<file path="config.mk">
export PLATFORM = sky130hd
export DESIGN_NAME = pll_sequencer_flat
export DESIGN_NICKNAME = d
export VERILOG_FILES = /design/src/rtl/pll_sequencer_if.sv /design/src/rtl/pll_sequencer.sv /design/src/flat_wrapper.sv
export SDC_FILE = /design/constraint.sdc
export NUM_CORES = 1
export LEC_CHECK = 0
export ABC_CLOCK_PERIOD_IN_PS = 2300
export CORE_MARGIN = 3
export CORE_UTILIZATION = 52
export DETAILED_ROUTE_END_ITERATION = 6
export GPL_TIMING_DRIVEN = 1
export PLACE_DENSITY = 0.76
export SYNTH_ARGS = -nofsm -noshare
export SYNTH_HDL_FRONTEND = slang
export SYNTH_SLANG_ARGS = --single-unit
</file>
<file path="constraint.sdc">
create_clock -name clkin -period 2.3 [get_ports clkin]
set_input_delay 0.69 -clock clkin [delete_from_list [all_inputs] [get_ports clkin]]
set_output_delay 0.69 -clock clkin [all_outputs]
set_load 0.02 [all_outputs]
</file>
<file path="src/rtl/pll_sequencer_if.sv">
// pll_sequencer_if: divider request channel between the host and the PLL sequencer.
// Latency: none; this interface only carries wires.
// Backpressure: the host holds cfg_valid and the divider values until it sees cfg_ready.
`timescale 1ns/1ps

interface pll_sequencer_if;
  logic       cfg_valid;
  logic [5:0] cfg_fdiv;
  logic [5:0] cfg_idiv;
  logic       cfg_ready;

  modport master (
    output cfg_valid,
    output cfg_fdiv,
    output cfg_idiv,
    input  cfg_ready
  );

  modport slave (
    input  cfg_valid,
    input  cfg_fdiv,
    input  cfg_idiv,
    output cfg_ready
  );
endinterface

</file>
<file path="src/rtl/pll_sequencer.sv">
// pll_sequencer: rPLL reset/lock bring-up with bounded lock retries and divider reconfiguration.
// Latency: pll_lock to lock_s is 2 cycles, +1 to SETTLE, +SETTLE_CYCLES to clk_en; all outputs registered.
// Backpressure: cfg_ready is high only in RUN/FAIL; requests elsewhere wait with cfg_valid held.
`timescale 1ns/1ps

module pll_sequencer #(
  parameter logic [5:0] FDIV_INIT     = 6'd0,
  parameter logic [5:0] IDIV_INIT     = 6'd0,
  parameter int         RESET_CYCLES  = 16,
  parameter int         LOCK_TIMEOUT  = 16000,
  parameter int         SETTLE_CYCLES = 64,
  parameter int         MAX_RETRY     = 3
) (
  input  logic                  clkin,
  input  logic                  reset_n,
  pll_sequencer_if.slave        cfg,
  input  logic                  pll_lock,
  output logic                  pll_reset,
  output logic [5:0]            pll_fdiv,
  output logic [5:0]            pll_idiv,
  output logic                  clk_en,
  output logic                  locked,
  output logic                  err,
  output logic                  lock_lost,
  output logic [3:0]            retry_cnt
);

  // One shared counter serves every timed state, so it is sized for the longest interval.
  localparam int MAX_RL  = (RESET_CYCLES > LOCK_TIMEOUT) ? RESET_CYCLES : LOCK_TIMEOUT;
  localparam int MAX_ALL = (MAX_RL > SETTLE_CYCLES) ? MAX_RL : SETTLE_CYCLES;
  localparam int CNT_W   = $clog2(MAX_ALL + 1);

  localparam logic [CNT_W-1:0] RST_LAST    = CNT_W'(RESET_CYCLES - 1);
  localparam logic [CNT_W-1:0] TO_LAST     = CNT_W'(LOCK_TIMEOUT - 1);
  localparam logic [CNT_W-1:0] SETTLE_LAST = CNT_W'(SETTLE_CYCLES - 1);
  localparam logic [3:0]       RETRY_MAX   = 4'(MAX_RETRY);

  typedef enum logic [2:0] {
    S_RST,
    S_WAIT_LOCK,
    S_SETTLE,
    S_RUN,
    S_FAIL
  } state_t;

  state_t           r_state;
  logic [CNT_W-1:0] r_cnt;
  logic             r_lock_meta;
  logic             r_lock_s;
  logic             r_pll_reset;
  logic [5:0]       r_pll_fdiv;
  logic [5:0]       r_pll_idiv;
  logic             r_clk_en;
  logic             r_err;
  logic             r_lock_lost;
  logic             r_cfg_ready;
  logic [3:0]       r_retry_cnt;

  // A request is taken only while the registered ready is high, i.e. in RUN or FAIL.
  logic w_accept;
  assign w_accept = cfg.cfg_valid & r_cfg_ready;

  // Two-flop synchroniser: pll_lock is asynchronous to clkin, only r_lock_s is used below.
  always_ff @(posedge clkin or negedge reset_n) begin
    if (!reset_n) begin
      r_lock_meta <= 1'b0;
      r_lock_s    <= 1'b0;
    end else begin
      r_lock_meta <= pll_lock;
      r_lock_s    <= r_lock_meta;
    end
  end

  // Sequencer FSM; every output is computed for the state being entered so outputs stay registered.
  always_ff @(posedge clkin or negedge reset_n) begin
    if (!reset_n) begin
      r_state     <= S_RST;
      r_cnt       <= '0;
      r_pll_reset <= 1'b1;
      r_pll_fdiv  <= FDIV_INIT;
      r_pll_idiv  <= IDIV_INIT;
      r_clk_en    <= 1'b0;
      r_err       <= 1'b0;
      r_lock_lost <= 1'b0;
      r_cfg_ready <= 1'b0;
      r_retry_cnt <= 4'd0;
    end else begin
      r_lock_lost <= 1'b0;
      case (r_state)
        // Hold the PLL in reset for RESET_CYCLES edges, then release it.
        S_RST: begin
          if (r_cnt == RST_LAST) begin
            r_state     <= S_WAIT_LOCK;
            r_cnt       <= '0;
            r_pll_reset <= 1'b0;
          end else begin
            r_cnt <= r_cnt + 1'b1;
          end
        end

        // Wait for synchronised lock; on timeout either retry or give up.
        S_WAIT_LOCK: begin
          if (r_lock_s) begin
            r_state <= S_SETTLE;
            r_cnt   <= '0;
          end else if (r_cnt == TO_LAST) begin
            r_cnt       <= '0;
            r_pll_reset <= 1'b1;
            if (r_retry_cnt < RETRY_MAX) begin
              r_state     <= S_RST;
              r_retry_cnt <= r_retry_cnt + 1'b1;
            end else begin
              r_state     <= S_FAIL;
              r_err       <= 1'b1;
              r_cfg_ready <= 1'b1;
            end
          end else begin
            r_cnt <= r_cnt + 1'b1;
          end
        end

        // Lock must stay high for SETTLE_CYCLES consecutive cycles; any dip restarts the wait.
        S_SETTLE: begin
          if (!r_lock_s) begin
            r_state <= S_WAIT_LOCK;
            r_cnt   <= '0;
          end else if (r_cnt == SETTLE_LAST) begin
            r_state     <= S_RUN;
            r_cnt       <= '0;
            r_clk_en    <= 1'b1;
            r_cfg_ready <= 1'b1;
          end else begin
            r_cnt <= r_cnt + 1'b1;
          end
        end

        // Clocks usable. A request beats a simultaneous lock loss, but the loss still pulses.
        S_RUN: begin
          if (!r_lock_s) begin
            r_lock_lost <= 1'b1;
          end
          if (w_accept || !r_lock_s) begin
            r_state     <= S_RST;
            r_cnt       <= '0;
            r_pll_reset <= 1'b1;
            r_clk_en    <= 1'b0;
            r_cfg_ready <= 1'b0;
            r_retry_cnt <= 4'd0;
            r_err       <= 1'b0;
          end
          // Dividers only move on the edge that also raises pll_reset.
          if (w_accept) begin
            r_pll_fdiv <= cfg.cfg_fdiv;
            r_pll_idiv <= cfg.cfg_idiv;
          end
        end

        // Retries exhausted: PLL stays in reset until the host supplies new dividers.
        S_FAIL: begin
          if (w_accept) begin
            r_state     <= S_RST;
            r_cnt       <= '0;
            r_pll_reset <= 1'b1;
            r_pll_fdiv  <= cfg.cfg_fdiv;
            r_pll_idiv  <= cfg.cfg_idiv;
            r_err       <= 1'b0;
            r_cfg_ready <= 1'b0;
            r_retry_cnt <= 4'd0;
          end
        end

        default: begin
          r_state     <= S_RST;
          r_cnt       <= '0;
          r_pll_reset <= 1'b1;
          r_clk_en    <= 1'b0;
          r_cfg_ready <= 1'b0;
        end
      endcase
    end
  end

  assign pll_reset     = r_pll_reset;
  assign pll_fdiv      = r_pll_fdiv;
  assign pll_idiv      = r_pll_idiv;
  assign clk_en        = r_clk_en;
  assign locked        = r_clk_en;
  assign err           = r_err;
  assign lock_lost     = r_lock_lost;
  assign retry_cnt     = r_retry_cnt;
  assign cfg.cfg_ready = r_cfg_ready;

endmodule
</file>
<file path="src/flat_wrapper.sv">
// flat-port wrapper written by rule: the top's interface ports become plain ports
module pll_sequencer_flat 
#(
  parameter logic [5:0] FDIV_INIT     = 6'd0,
  parameter logic [5:0] IDIV_INIT     = 6'd0,
  parameter int         RESET_CYCLES  = 16,
  parameter int         LOCK_TIMEOUT  = 16000,
  parameter int         SETTLE_CYCLES = 64,
  parameter int         MAX_RETRY     = 3
)
  (clkin, reset_n, pll_lock, pll_reset, pll_fdiv, pll_idiv, clk_en, locked, err, lock_lost, retry_cnt, cfg_cfg_valid, cfg_cfg_fdiv, cfg_cfg_idiv, cfg_cfg_ready);
  pll_sequencer_if cfg_i ();
  input  logic clkin;
  input  logic reset_n;
  input  logic pll_lock;
  output logic pll_reset;
  output logic [5:0] pll_fdiv;
  output logic [5:0] pll_idiv;
  output logic clk_en;
  output logic locked;
  output logic err;
  output logic lock_lost;
  output logic [3:0] retry_cnt;
  input wire logic [$bits(cfg_i.cfg_valid)-1:0] cfg_cfg_valid;
  input wire logic [$bits(cfg_i.cfg_fdiv)-1:0] cfg_cfg_fdiv;
  input wire logic [$bits(cfg_i.cfg_idiv)-1:0] cfg_cfg_idiv;
  output wire logic [$bits(cfg_i.cfg_ready)-1:0] cfg_cfg_ready;
  assign cfg_i.cfg_valid = cfg_cfg_valid;
  assign cfg_i.cfg_fdiv = cfg_cfg_fdiv;
  assign cfg_i.cfg_idiv = cfg_cfg_idiv;
  assign cfg_cfg_ready = cfg_i.cfg_ready;
  pll_sequencer #(.FDIV_INIT(FDIV_INIT), .IDIV_INIT(IDIV_INIT), .RESET_CYCLES(RESET_CYCLES), .LOCK_TIMEOUT(LOCK_TIMEOUT), .SETTLE_CYCLES(SETTLE_CYCLES), .MAX_RETRY(MAX_RETRY)) u_core (.clkin(clkin), .reset_n(reset_n), .cfg(cfg_i), .pll_lock(pll_lock), .pll_reset(pll_reset), .pll_fdiv(pll_fdiv), .pll_idiv(pll_idiv), .clk_en(clk_en), .locked(locked), .err(err), .lock_lost(lock_lost), .retry_cnt(retry_cnt));
endmodule
</file>
==> summary.md <==
| Metric | Value |
|---|---|
| DR DRC count | 0 |
| Die Y | 69.1 um |
| Buf+Inv Stages, Crit Path | 1 |
| Post-Route Setup TNS | 0 ns |
| # Max-Cap Violations | 0 |
| Largest net degree at the start of global routing | 41 |
| Seq/Total Area, Yosys | 48.3% |
| GP Congestion | 0.944 |
| Relative slew slack | 61.6% |
| Most frequent cells in the layout | 39 x dfrtp_1, 36 x clkdlybuf4s50_1, 17 x o21ai_0 |
| Synth unique cells | 53 |
| Vias | 1716 |
| Vias in the first global route | 1722 |
| Stages on the worst setup path | 1 |
| Clk buf depth | 2 |
| Commonest non-fill, non-tap cell in the layout | dfrtp_1 |
| Fill count | 299 |
| Place WS | -0.0683 ns |
| Synth Warn # | 0 |
| Number of buffers added on ports | 37 |
| Worst-margin pin slew | 0.571 ns |
| Placed cells | 281 |
| Crit-path max FO | 2 |
| WS Path Type | flip-flop to primary output |
| FF+latch count, synth | 40 |
| Setup bufs post-CTS | 0 |
| Synthesized area | 2070 um^2 |
| CP max stage delay | 0.61 ns |
| Worst Setup Start Kind | flip-flop |
| Row Count | 22 |
| Post-synth EDFFs | 0 |
| Wire length per cell | 16.3 um |
| Final ANT Viol Nets | 0 |
| Worst-path clk slew | 0.08 ns |
| Ys flop type | dfrtp_1 |
| Final Slew Violations | 0 |
| CTS root buf | clkbuf_8 |
| # IOs | 38 |
| Initial core utilization | 55.4% |
| Mean Syn Cell Area | 10.6 um^2 |
| Core outline area | 3740 um^2 |
| CTS tree | done |
| Hold Buf Count CTS | 0 |
| Overall global routing resource usage | 21.9% |
| Antenna violations before repair | 0 |
| Final setup violation count | 0 |
| Worst EP required | 1.61 ns |
| CTS buffer count | 5 |
| Initial DRC Count | 251 |
| Synthesized net count | 213 |
| Drt pass-1 iters | 4 |
| Final std cells w/o fill | 289 |
| Worst EP arrival | 1.44 ns |
| Cell Chain, Critical Path | clkdlybuf4s50_1 |
| DR vias/cell | 5.94 |
| Final period util | 92.4% |
| Ys async rst share | 100% |
| Max frequency | 0.471 GHz |
| Final design area excluding fillers | 2630 um^2 |
| Final WL | 4.72 mm |
| N_diodes | 0 |
| CTS H-tree depth | 2 |
| Area Overhead vs Synth | 26.7% |
| Worst path top cell family by delay | buffers and inverters |
| Hold Path Class | flip-flop to flip-flop |
| CTS sink count | 40 |
| Pleak | 1.16 nW |
| Final hold violation count | 0 |
| Worst Hold Path Cells | 0 |
| Crit path capture type | primary output |
| Gates resized, CTS repair | 0 |
| Die Area | 4780 um^2 |
| Status | complete, no violations |
| Pwr per Cell Area | 855 nW/um^2 |
| RSZ-0062 raised after global routing | no |
| R2r worst-path depth | 5 |
| Post-placement cell area | 2520 um^2 |
| Crit-path slowest cell | clkdlybuf4s50_1 |
| DP HPWL | 3.45 mm |
| Setup ws final | 0.175 ns |
| Final clock skew | 0.00640 ns |
| Die Width | 69.1 um |
| Worst IR drop on VDD | 0.541 mV |
| Post-route minimum period | 2.13 ns |
| Gate Count Post-Synth | 195 |
| Gr ovfl total | 0 |
| Fin nets | 258 |
| Share of layout cells above drive strength 1 | 19.5% |
| First-pass GRT wire length | 8.49 mm |
| Worst skew pair latency | 0.30 ns |
## final cells by class
cell class | count | area [um^2] | area share, %
tap | 48 | 60.1 | 2.29
clock buffer | 5 | 68.8 | 2.62
sequential | 40 | 1000 | 38.1
timing repair buffer | 45 | 438 | 16.7
inverter | 4 | 15.0 | 0.571
multi-input combinational | 144 | 1000 | 38.1
clock inverter | 3 | 42.5 | 1.62
## state kept, by name, indices dropped and copies added, names as in the netlist, 3 cells and up
| name | flops |
|---|---|
| u_core.pll_idiv | 6 |
| u_core.pll_fdiv | 6 |
| u_core.r_state | 3 |
| u_core.r_cnt | 14 |
| u_core.retry_cnt | 4 |
## stage by stage
stage | utilization (%) | hold WS [ns] | power, mW
finish | 70.2 | 0.365 | 2.25
global placement | 67.2 | 0.335 | 1.65
CTS | 70.2 | 0.367 | 2.25
floorplan | - | 0.331 | 1.47
detailed placement | 67.2 | 0.351 | 1.68
global route | 70.2 | 0.380 | 2.40
## cells by family (layout without fill, tap and decap cells)
kind of cell,count (synthesis),count (layout),share of synthesized area [%]
AO/OA/AOI/OAI,56,56,18.2
XOR/XNOR,2,2,0.845
adder cells (fa/ha/maj),2,2,1.21
buffers and inverters,11,57,3.38
flip-flops,40,40,48.3
multiplexers,13,13,7.24
AND/OR/NAND/NOR,71,71,20.8
## synthesized netlist by cell type, types with 2 or more instances
cell	n	area (um^2)
dfrtp_1	39	976
o21ai_0	17	85.1
nand2_1	15	56.3
mux2_2	12	135
a21oi_1	10	50.1
nand3_1	9	45.0
nor3_1	9	45.0
nor2_1	8	30.0
a22o_1	4	35.0
buf_2	4	20.0
inv_1	4	15.0
nor4_1	4	25.0
or3_1	4	25.0
a21o_1	3	22.5
and2_1	3	18.8
o21ai_2	3	26.3
and3_2	2	15.0
buf_4	2	15.0
ha_1	2	25.0
nand4_1	2	12.5
o211ai_1	2	15.0
o21a_1	2	15.0
o21ai_1	2	10.0
o22ai_1	2	12.5
o31ai_1	2	15.0
xnor2_1	2	17.5
## final timing paths
kind,start,end,slack [ns]
max,u_core.pll_reset,pll_reset,0.17
min in group asynchronous,reset_n,u_core.retry_cnt[1],0.44
max in group asynchronous,reset_n,u_core.pll_reset,1.51
min reg2reg,u_core.r_lock_meta,u_core.r_lock_s,0.37
max reg2reg,u_core.r_cnt[9],u_core.r_cnt[3],0.28
min,u_core.r_lock_meta,u_core.r_lock_s,0.37
## where the power goes
| part | total [mW] | internal (mW) | switching, mW |
|---|---|---|---|
| registers | 0.895 | 0.778 | 0.118 |
| clock network | 0.575 | 0.321 | 0.254 |
| logic | 0.777 | 0.345 | 0.432 |
## layer usage
metal | vias to the layer above | routed length (um) | track usage [%]
met1 | 845 | 1930 | 28.2
met2 | 52 | 2480 | 35.3
li1 | 812 | - | -
met5 | - | 0 | 0
met3 | 7 | 242 | 5.83
met4 | 0 | 68 | 7.81
Note: power is estimated with default switching activity, not from simulation.
